$ cat src/rtl/m_flit_inbuf.sv
`default_nettype none
// ============================================================================
// m_flit_inbuf : FWFT ingress flit buffer with head..tail framing for m_download.
// Optional M_INBUF_STATS_EN builds the pkt_cnt/drop_cnt statistics counters.
// Revision 1.0
// ============================================================================
module m_flit_inbuf #(
   parameter int DEPTH = 16,
   parameter int AW    = 4
) (
   input  logic        clk,
   input  logic        rst,
   input  logic [15:0] flit_in,
   input  logic [1:0]  ctrl_in,
   input  logic        v_flit_in,
   output logic        ready_out,
   input  logic [1:0]  m_download_state,
   output logic [15:0] IN_flit_mem,
   output logic [1:0]  In_flit_ctrl,
   output logic        v_IN_flit_mem,
   output logic        err_frame,
   output logic [15:0] pkt_cnt,
   output logic [7:0]  drop_cnt
);
   localparam logic [1:0]  c_HEAD  = 2'b01;
   localparam logic [1:0]  c_BODY  = 2'b10;
   localparam logic [1:0]  c_TAIL  = 2'b11;
   localparam logic [AW:0] c_DEPTH = (AW+1)'(DEPTH);
   localparam logic [3:0]  c_FMAX  = 4'd10;

   typedef enum logic [0:0] {F_IDLE = 1'b0, F_PKT = 1'b1} t_fstate;

   logic [17:0]   r_mem [DEPTH];
   logic [AW-1:0] r_wr_ptr;
   logic [AW-1:0] r_rd_ptr;
   logic [AW:0]   r_count;
   t_fstate       r_state;
   logic [3:0]    r_fcnt;

   logic          w_push;
   logic          w_pop;
   logic          w_empty;
   logic          w_accept;
   logic [1:0]    w_hctrl;
   logic [15:0]   w_hdata;
   logic          w_v;
   logic [15:0]   w_odata;
   logic [1:0]    w_octrl;
   logic          w_err;
   logic          w_pkt_inc;
   logic          w_drop_inc;
   t_fstate       w_state_nxt;
   logic [3:0]    w_fcnt_nxt;

   assign w_empty   = (r_count == '0);
   assign ready_out = rst && (r_count < c_DEPTH);
   assign w_push    = v_flit_in && ready_out;
   assign w_accept  = (m_download_state == 2'b00) || (m_download_state == 2'b01);
   assign {w_hctrl, w_hdata} = r_mem[r_rd_ptr];

   // Forwarding decision for the head entry; everything is zero while in reset or empty.
   always_comb begin
      w_pop       = 1'b0;
      w_v         = 1'b0;
      w_odata     = '0;
      w_octrl     = '0;
      w_err       = 1'b0;
      w_pkt_inc   = 1'b0;
      w_drop_inc  = 1'b0;
      w_state_nxt = r_state;
      w_fcnt_nxt  = r_fcnt;
      if (rst && !w_empty) begin
         w_odata = w_hdata;
         w_octrl = w_hctrl;
         if (r_state == F_IDLE) begin
            if (w_hctrl == c_HEAD) begin
               if (w_accept) begin
                  w_v         = 1'b1;
                  w_pop       = 1'b1;
                  w_fcnt_nxt  = 4'd1;
                  w_state_nxt = F_PKT;
               end
            end else begin
               w_pop      = 1'b1;
               w_err      = 1'b1;
               w_drop_inc = 1'b1;
            end
         end else begin
            case (w_hctrl)
               c_BODY: begin
                  if (w_accept) begin
                     w_v   = 1'b1;
                     w_pop = 1'b1;
                     if (r_fcnt < c_FMAX) begin
                        w_fcnt_nxt = r_fcnt + 4'd1;
                     end else begin
                        w_octrl     = c_TAIL;
                        w_state_nxt = F_IDLE;
                        w_err       = 1'b1;
                        w_pkt_inc   = 1'b1;
                     end
                  end
               end
               c_TAIL: begin
                  if (w_accept) begin
                     w_v         = 1'b1;
                     w_pop       = 1'b1;
                     w_state_nxt = F_IDLE;
                     w_pkt_inc   = 1'b1;
                  end
               end
               c_HEAD: begin
                  // Close the open packet with a synthetic tail; the head stays queued.
                  if (w_accept) begin
                     w_v         = 1'b1;
                     w_odata     = '0;
                     w_octrl     = c_TAIL;
                     w_state_nxt = F_IDLE;
                     w_err       = 1'b1;
                     w_pkt_inc   = 1'b1;
                  end
               end
               default: begin
                  w_pop      = 1'b1;
                  w_err      = 1'b1;
                  w_drop_inc = 1'b1;
               end
            endcase
         end
      end
   end

   always_ff @(posedge clk) begin
      if (w_push) begin
         r_mem[r_wr_ptr] <= {ctrl_in, flit_in};
      end
   end

   always_ff @(posedge clk) begin
      if (!rst) begin
         r_wr_ptr <= '0;
         r_rd_ptr <= '0;
         r_count  <= '0;
         r_state  <= F_IDLE;
         r_fcnt   <= '0;
      end else begin
         if (w_push) begin
            r_wr_ptr <= r_wr_ptr + AW'(1);
         end
         if (w_pop) begin
            r_rd_ptr <= r_rd_ptr + AW'(1);
         end
         case ({w_push, w_pop})
            2'b10:   r_count <= r_count + (AW+1)'(1);
            2'b01:   r_count <= r_count - (AW+1)'(1);
            default: r_count <= r_count;
         endcase
         r_state <= w_state_nxt;
         r_fcnt  <= w_fcnt_nxt;
      end
   end

`ifdef M_INBUF_STATS_EN
   logic [15:0] r_pkt_cnt;
   logic [7:0]  r_drop_cnt;

   always_ff @(posedge clk) begin
      if (!rst) begin
         r_pkt_cnt  <= '0;
         r_drop_cnt <= '0;
      end else begin
         if (w_pkt_inc) begin
            r_pkt_cnt <= r_pkt_cnt + 16'd1;
         end
         if (w_drop_inc && (r_drop_cnt != 8'hFF)) begin
            r_drop_cnt <= r_drop_cnt + 8'd1;
         end
      end
   end

   assign pkt_cnt  = r_pkt_cnt;
   assign drop_cnt = r_drop_cnt;
`else
   logic w_unused_stats;
   assign w_unused_stats = w_pkt_inc ^ w_drop_inc;
   assign pkt_cnt  = '0;
   assign drop_cnt = '0;
`endif

   assign v_IN_flit_mem = w_v;
   assign IN_flit_mem   = w_odata;
   assign In_flit_ctrl  = w_octrl;
   assign err_frame     = w_err;

endmodule
`default_nettype wire

$ cat config.mk
export PLATFORM = sky130hd
export DESIGN_NAME = m_flit_inbuf
export DESIGN_NICKNAME = d
export VERILOG_FILES = /design/src/rtl/m_flit_inbuf.sv
export SDC_FILE = /design/constraint.sdc
export NUM_CORES = 1
export LEC_CHECK = 0
export BUFFER_PORTS_ARGS = -buffer_cell sky130_fd_sc_hd__clkbuf_2
export CAP_MARGIN = 20
export CORE_ASPECT_RATIO = 0.9
export CORE_MARGIN = 2
export CORE_UTILIZATION = 38
export DETAILED_ROUTE_END_ITERATION = 12
export PLACE_DENSITY = 0.59
export SETUP_SLACK_MARGIN = 0.4
export SLEW_MARGIN = 20
export SYNTH_ARGS = -nofsm -noshare
export SYNTH_HDL_FRONTEND = slang
export SYNTH_SLANG_ARGS = --single-unit
$ cat constraint.sdc
create_clock -name clk -period 5.3 [get_ports clk]
set_input_delay 0.265 -clock clk [delete_from_list [all_inputs] [get_ports clk]]
set_output_delay 0.265 -clock clk [all_outputs]
set_load 0.01 [all_outputs]
* Yosys cells after proc, flatten, opt, wreduce, memory -nomap -nowiden
Memories as Yosys holds them, arrays and structs flattened. A register that Yosys moved wholly into a read port is not among the register bits.
Cells that the tools add are included.
** Cells by class
- $add $sub $neg :: 5
- Multiply operators :: 0
- Div/mod/pow operators :: 0
- Order comparisons :: 2
- Equality and inequality tests :: 8
- Shift operators :: 0
- Muxes and demuxes :: 41
- Bitwise logic cells :: 0
- Reduce and logical (&&, ||, !) cells :: 13
** Operator list (count)
- $mux W16 :: 4
- $mux W4 :: 8
- $mux W1 :: 19
- $add A4 B1 Y4 const B :: 3
- $mux W2 :: 5
- $pmux W5 S2 :: 1
- $eq A2 B1 Y1 const B :: 3
- $eq A2 B2 Y1 const B :: 3
- $add A5 B1 Y5 const B :: 1
- $logic_not A5 Y1 :: 1
- $lt A5 B5 Y1 const B :: 1
- $reduce_and A5 Y1 :: 1
- $sub A5 B1 Y5 const B :: 1
- $lt A4 B4 Y1 const B :: 1
- $ne A2 B1 Y1 const B :: 2
- $pmux W1 S2 :: 2
- $pmux W2 S2 :: 1
- $reduce_bool A2 Y1 :: 2
- $reduce_or A2 Y1 :: 2
- $logic_and A1 B1 Y1 :: 3
- $pmux W1 S3 :: 1
- $reduce_or A3 Y1 :: 1
- $logic_not A2 Y1 :: 1
- $logic_not A1 Y1 :: 1
- $logic_or A1 B1 Y1 :: 1
** Storage, ports and cells
- Flip-flop bits (word level) :: 18
- Bits in latches :: 0
- RAM bits :: 288
- Memory bits (read-only) :: 0
- Bits of input ports :: 23
- Word-level logic and storage cells :: 75
- Memories :: 1
** Memories
- r_mem :: words 16, width 18, read ports 1, clocked after Yosys merged registers in 1, write ports 1, line 33 : logic [17:0] r_mem [DEPTH];

* Depth between registers and ports, before layout
- Depth after elaboration :: 8
- Depth in mapped cells :: 19
- Depth with buffers taken out :: 17

* Worst setup path before layout
OpenSTA, ideal clock, no wires.
- Path kind :: flip-flop to flip-flop
- From :: reg (tool-made name)
- To :: reg r_count[4]
- Setup time :: 0.119 ns
- Data arrival time :: 3.841 ns
- Path slack :: 1.340 ns
- Cell stages (with the launch flop) :: 19
- Buffers on the path :: 2
- Cells stage by stage :: dfxtp_1 > buf_4 > mux4_2 > a22oi_2 > nand2_1 > ha_1 > inv_1 > nor2_1 > a21o_1 > nor2_1 > ha_1 > clkbuf_1 > xor2_1 > ha_1 > a31oi_1 > nor2_1 > a2111oi_0 > nand3_1 > mux2i_1
** RTL lines
- to (signal assigned) :: line 154 : 2'b10: r_count <= r_count + (AW+1)'(1);
- to (signal assigned) :: line 155 : 2'b01: r_count <= r_count - (AW+1)'(1);
- to (signal assigned) :: line 156 : default: r_count <= r_count;
- to (decl) :: line 36 : logic [AW:0] r_count;

==> metrics.yaml <==
status:
  outcome: "finished clean"
yosys:
  synth_area_um2: 12610
  avgSynthCellArea_um2: 19.46
  yosysSeqAreaShare_pct: 72.07
  synth_edf_count: 288
  syn-instance-count: 648
  yosysWarnings: 0
  async_flop_share_pct: 0
  synth_seq_cells: 310
  synthDistinctLibCells: 54
  synth-main-ff-cell: "edfxtp_1"
cells_and_area:
  nets: 744
  final_cell_mix: "288 x edfxtp_1, 85 x mux4_2, 42 x clkbuf_2"
  diodes: 0
  layout_commonest_cell: "edfxtp_1"
  drive_above_1_share_pct: 28.86
  area_growth_pct: 13.30
  fin_area_um2: 14290
worst_setup_path:
  critPathArrivalTime_ps: 4890
  cp_max_fo: 16
  r2r_end: "r_count[4]$_SDFFE_PN0P_"
  crit_chain: "mux4_2, a22oi_2, nand2_1, ha_1, inv_1, nor2_1, a21o_1, nor2_1, ha_2, xor2_1, ha_1, a31oi_1, nor2_1, a2111oi_0, nand3_1, mux2i_1"
  endpoint_kind: "flop"
  cp_data_required_time_ps: 5740
  crit_slowest_cell: "mux4_2"
  reg2reg_slack_ps: 850
  crit_path_frequent_cell: "nor2_1"
  startpoint_type: "flop"
  max_stage_delay_ps: 570
  reg2reg_depth: 16
  criticalPathCategory: "reg2reg"
clocking:
  cts.reportedPaths.clkPinSlew_ps: 60
  clock_path_buffers: 3
  clock_latency_ps: 570
  postCtsHoldBufs: 0
  cts_root_buffer: "clkbuf_16"
  cts.sinks: 310
  cts_tree: "done"
  cts_buffers: 31
  htree_levels: 1
placed_design:
  gp_congestion: 0.7751
  port_buffers: 42
  placed_area_um2: 13330
  dp_hpwl_mm: 15.25
timing:
  tightestPinTransition_ps: 1078
  rsz0062_at_grt: "false"
  whs_ps: 92.86
  period_share_pct: 84.03
  max_freq_mhz: 224.5
  clock_skew_ps: 27.19
  setup_viol: 0
  min_period_ps: 4454
  drv_slew: 0
  final_hold_viol_count: 0
  relSlewSlack_pct: 28.11
  setup_tns_ps: 0
route:
  drc: 0
  ant_nets: 0
  avgViaCountPerCell: 5.336
  vias: 6152
  wl_per_cell_um: 22.79
  routed_wl_mm: 26.27
  drt_first_pass_iters: 5
  drt_iter0_drc: 507
min_path:
  min_to: "r_mem[15][8]$_DFFE_PP_"
  hold_class: "in2reg"
  hp-start: "flit_in[8]"
  hold_path_depth: 1
power_and_ir_drop:
  finalPower_mw: 5.524
  power_density_nw_per_um2: 386.6
  peakVddDrop_v: 0.0002548
  p_leak_nw: 4.576
floorplanning:
  start_util_pct: 38.46
  io_pins: 68
  fp.dieH_um: 176.8
  die_w_um: 196.0
  fp.dieArea_um2: 34660
  rows: 63
  core_um2: 32790
grt:
  grt_pass1_wl_mm: 39.85
  grt_pass1_vias: 6441
  track_usage_pct: 15.49
  gr-total-overflow: 0
  grt_max_degree: 49
  antenna_found_initial: 0
job:
  maxCapViolations: 0
stage by stage:
| stage | util [%] | cells | setup slack [ps] |
|---|---|---|---|
| after detailed placement | 40.66 | 1097 | 600.0 |
| after CTS | 43.47 | 1152 | 566.5 |
| after floorplan | - | 671 | 1340 |
| after global placement | 40.66 | 1097 | 760.9 |
| final | 43.57 | 1153 | 846.5 |
| after global routing | 43.57 | 1153 | 449.8 |
worst max-delay path, delay by kind of cell, from the launching register on:
kind                     cells  cell delay (ps)
adder cells (fa/ha/maj)      3              950
flip-flops                   1              550
XOR/XNOR                     1              110
AND/OR/NAND/NOR              5              720
buffers and inverters        1              130
multiplexers                 2              720
AO/OA/AOI/OAI                4             1160
worst max-delay path by stage:
stage | endpoint | from | depth (start not counted) | slack, ps
global route | r_count[4]$_SDFFE_PN0P_ | flop | 17 | 450
global placement | r_count[4]$_SDFFE_PN0P_ | flop | 16 | 760
CTS | r_count[4]$_SDFFE_PN0P_ | flop | 16 | 570
detailed placement | r_count[4]$_SDFFE_PN0P_ | flop | 17 | 600
finish | r_count[4]$_SDFFE_PN0P_ | flop | 16 | 850
floorplan | r_count[4]$_SDFFE_PN0P_ | flop | 18 | 1340
state kept, by name, indices dropped and copies added, names as in the netlist, named ones only:
signal and flops:
r_fcnt 4, r_rd_ptr 4, r_mem 288, r_wr_ptr 4, r_state 1, r_count 5
report_power, final:
part           switching (mW)  internal (mW)  leakage, nW
registers              0.0481           2.71         2.77
clock network           0.874           1.12        0.449
logic                   0.424          0.347         1.35
Yosys cell counts (4+ instances only):
| master | instances | area, um^2 |
|---|---|---|
| buf_2 | 6 | 30.03 |
| mux4_2 | 85 | 1914 |
| nor2_1 | 24 | 90.09 |
| edfxtp_1 | 288 | 8648 |
| xnor2_1 | 4 | 35.03 |
| dfxtp_1 | 22 | 440.4 |
| nor3b_1 | 4 | 30.03 |
| a21oi_1 | 7 | 35.03 |
| inv_1 | 7 | 26.28 |
| ha_1 | 12 | 150.1 |
| nor3_1 | 14 | 70.07 |
| nand2_1 | 20 | 75.07 |
| o21ai_0 | 10 | 50.05 |
| nand2b_1 | 4 | 25.02 |
| nor2b_1 | 20 | 125.1 |
| mux2i_1 | 8 | 80.08 |
| xor2_1 | 5 | 43.79 |
| buf_4 | 25 | 187.7 |
| and2_1 | 15 | 93.84 |
| clkbuf_1 | 22 | 82.58 |
timing repair:
action                     CTS  global route
setup endpoints to repair    0             1
gates resized for setup      0             2
setup buffers                0             1
area by class of cell:
| type | instances | area (um^2) |
|---|---|---|
| Sequential cell | 310 | 9096 |
| Tap cell | 422 | 528.0 |
| Timing Repair Buffer | 61 | 372.9 |
| Clock buffer | 37 | 798.3 |
| Multi-Input combinational cell | 297 | 3337 |
| Fill cell | 2796 | 18500 |
| Clock inverter | 18 | 125.1 |
| Inverter | 8 | 30.03 |
logic make-up after synthesis:
group                      count (synthesis)  share of synthesized area [%]
DFF                                      310                          72.07
other                                      1                        0.02974
and+or+nand+nor                          117                          4.881
buffers and inverters                     64                          2.768
adders and majority gates                 12                          1.191
AOI/OAI and AO/OA                         40                          2.292
muxes                                     95                          16.14
xor gates and xnor gates                   9                         0.6250
routing by layer:
metal  wire [um]  global-route usage [%]  vias to the layer above  share of wire, %
li1            -                       -                     2693                 -
met1       10820                   19.82                     3239                41
met2       13640                   27.34                      177                52
met3        1233                   2.496                       43               4.7
met4         583                   4.672                        0               2.2
met5           0                       0                        -                 0
Power figures use the tool's default switching activity.
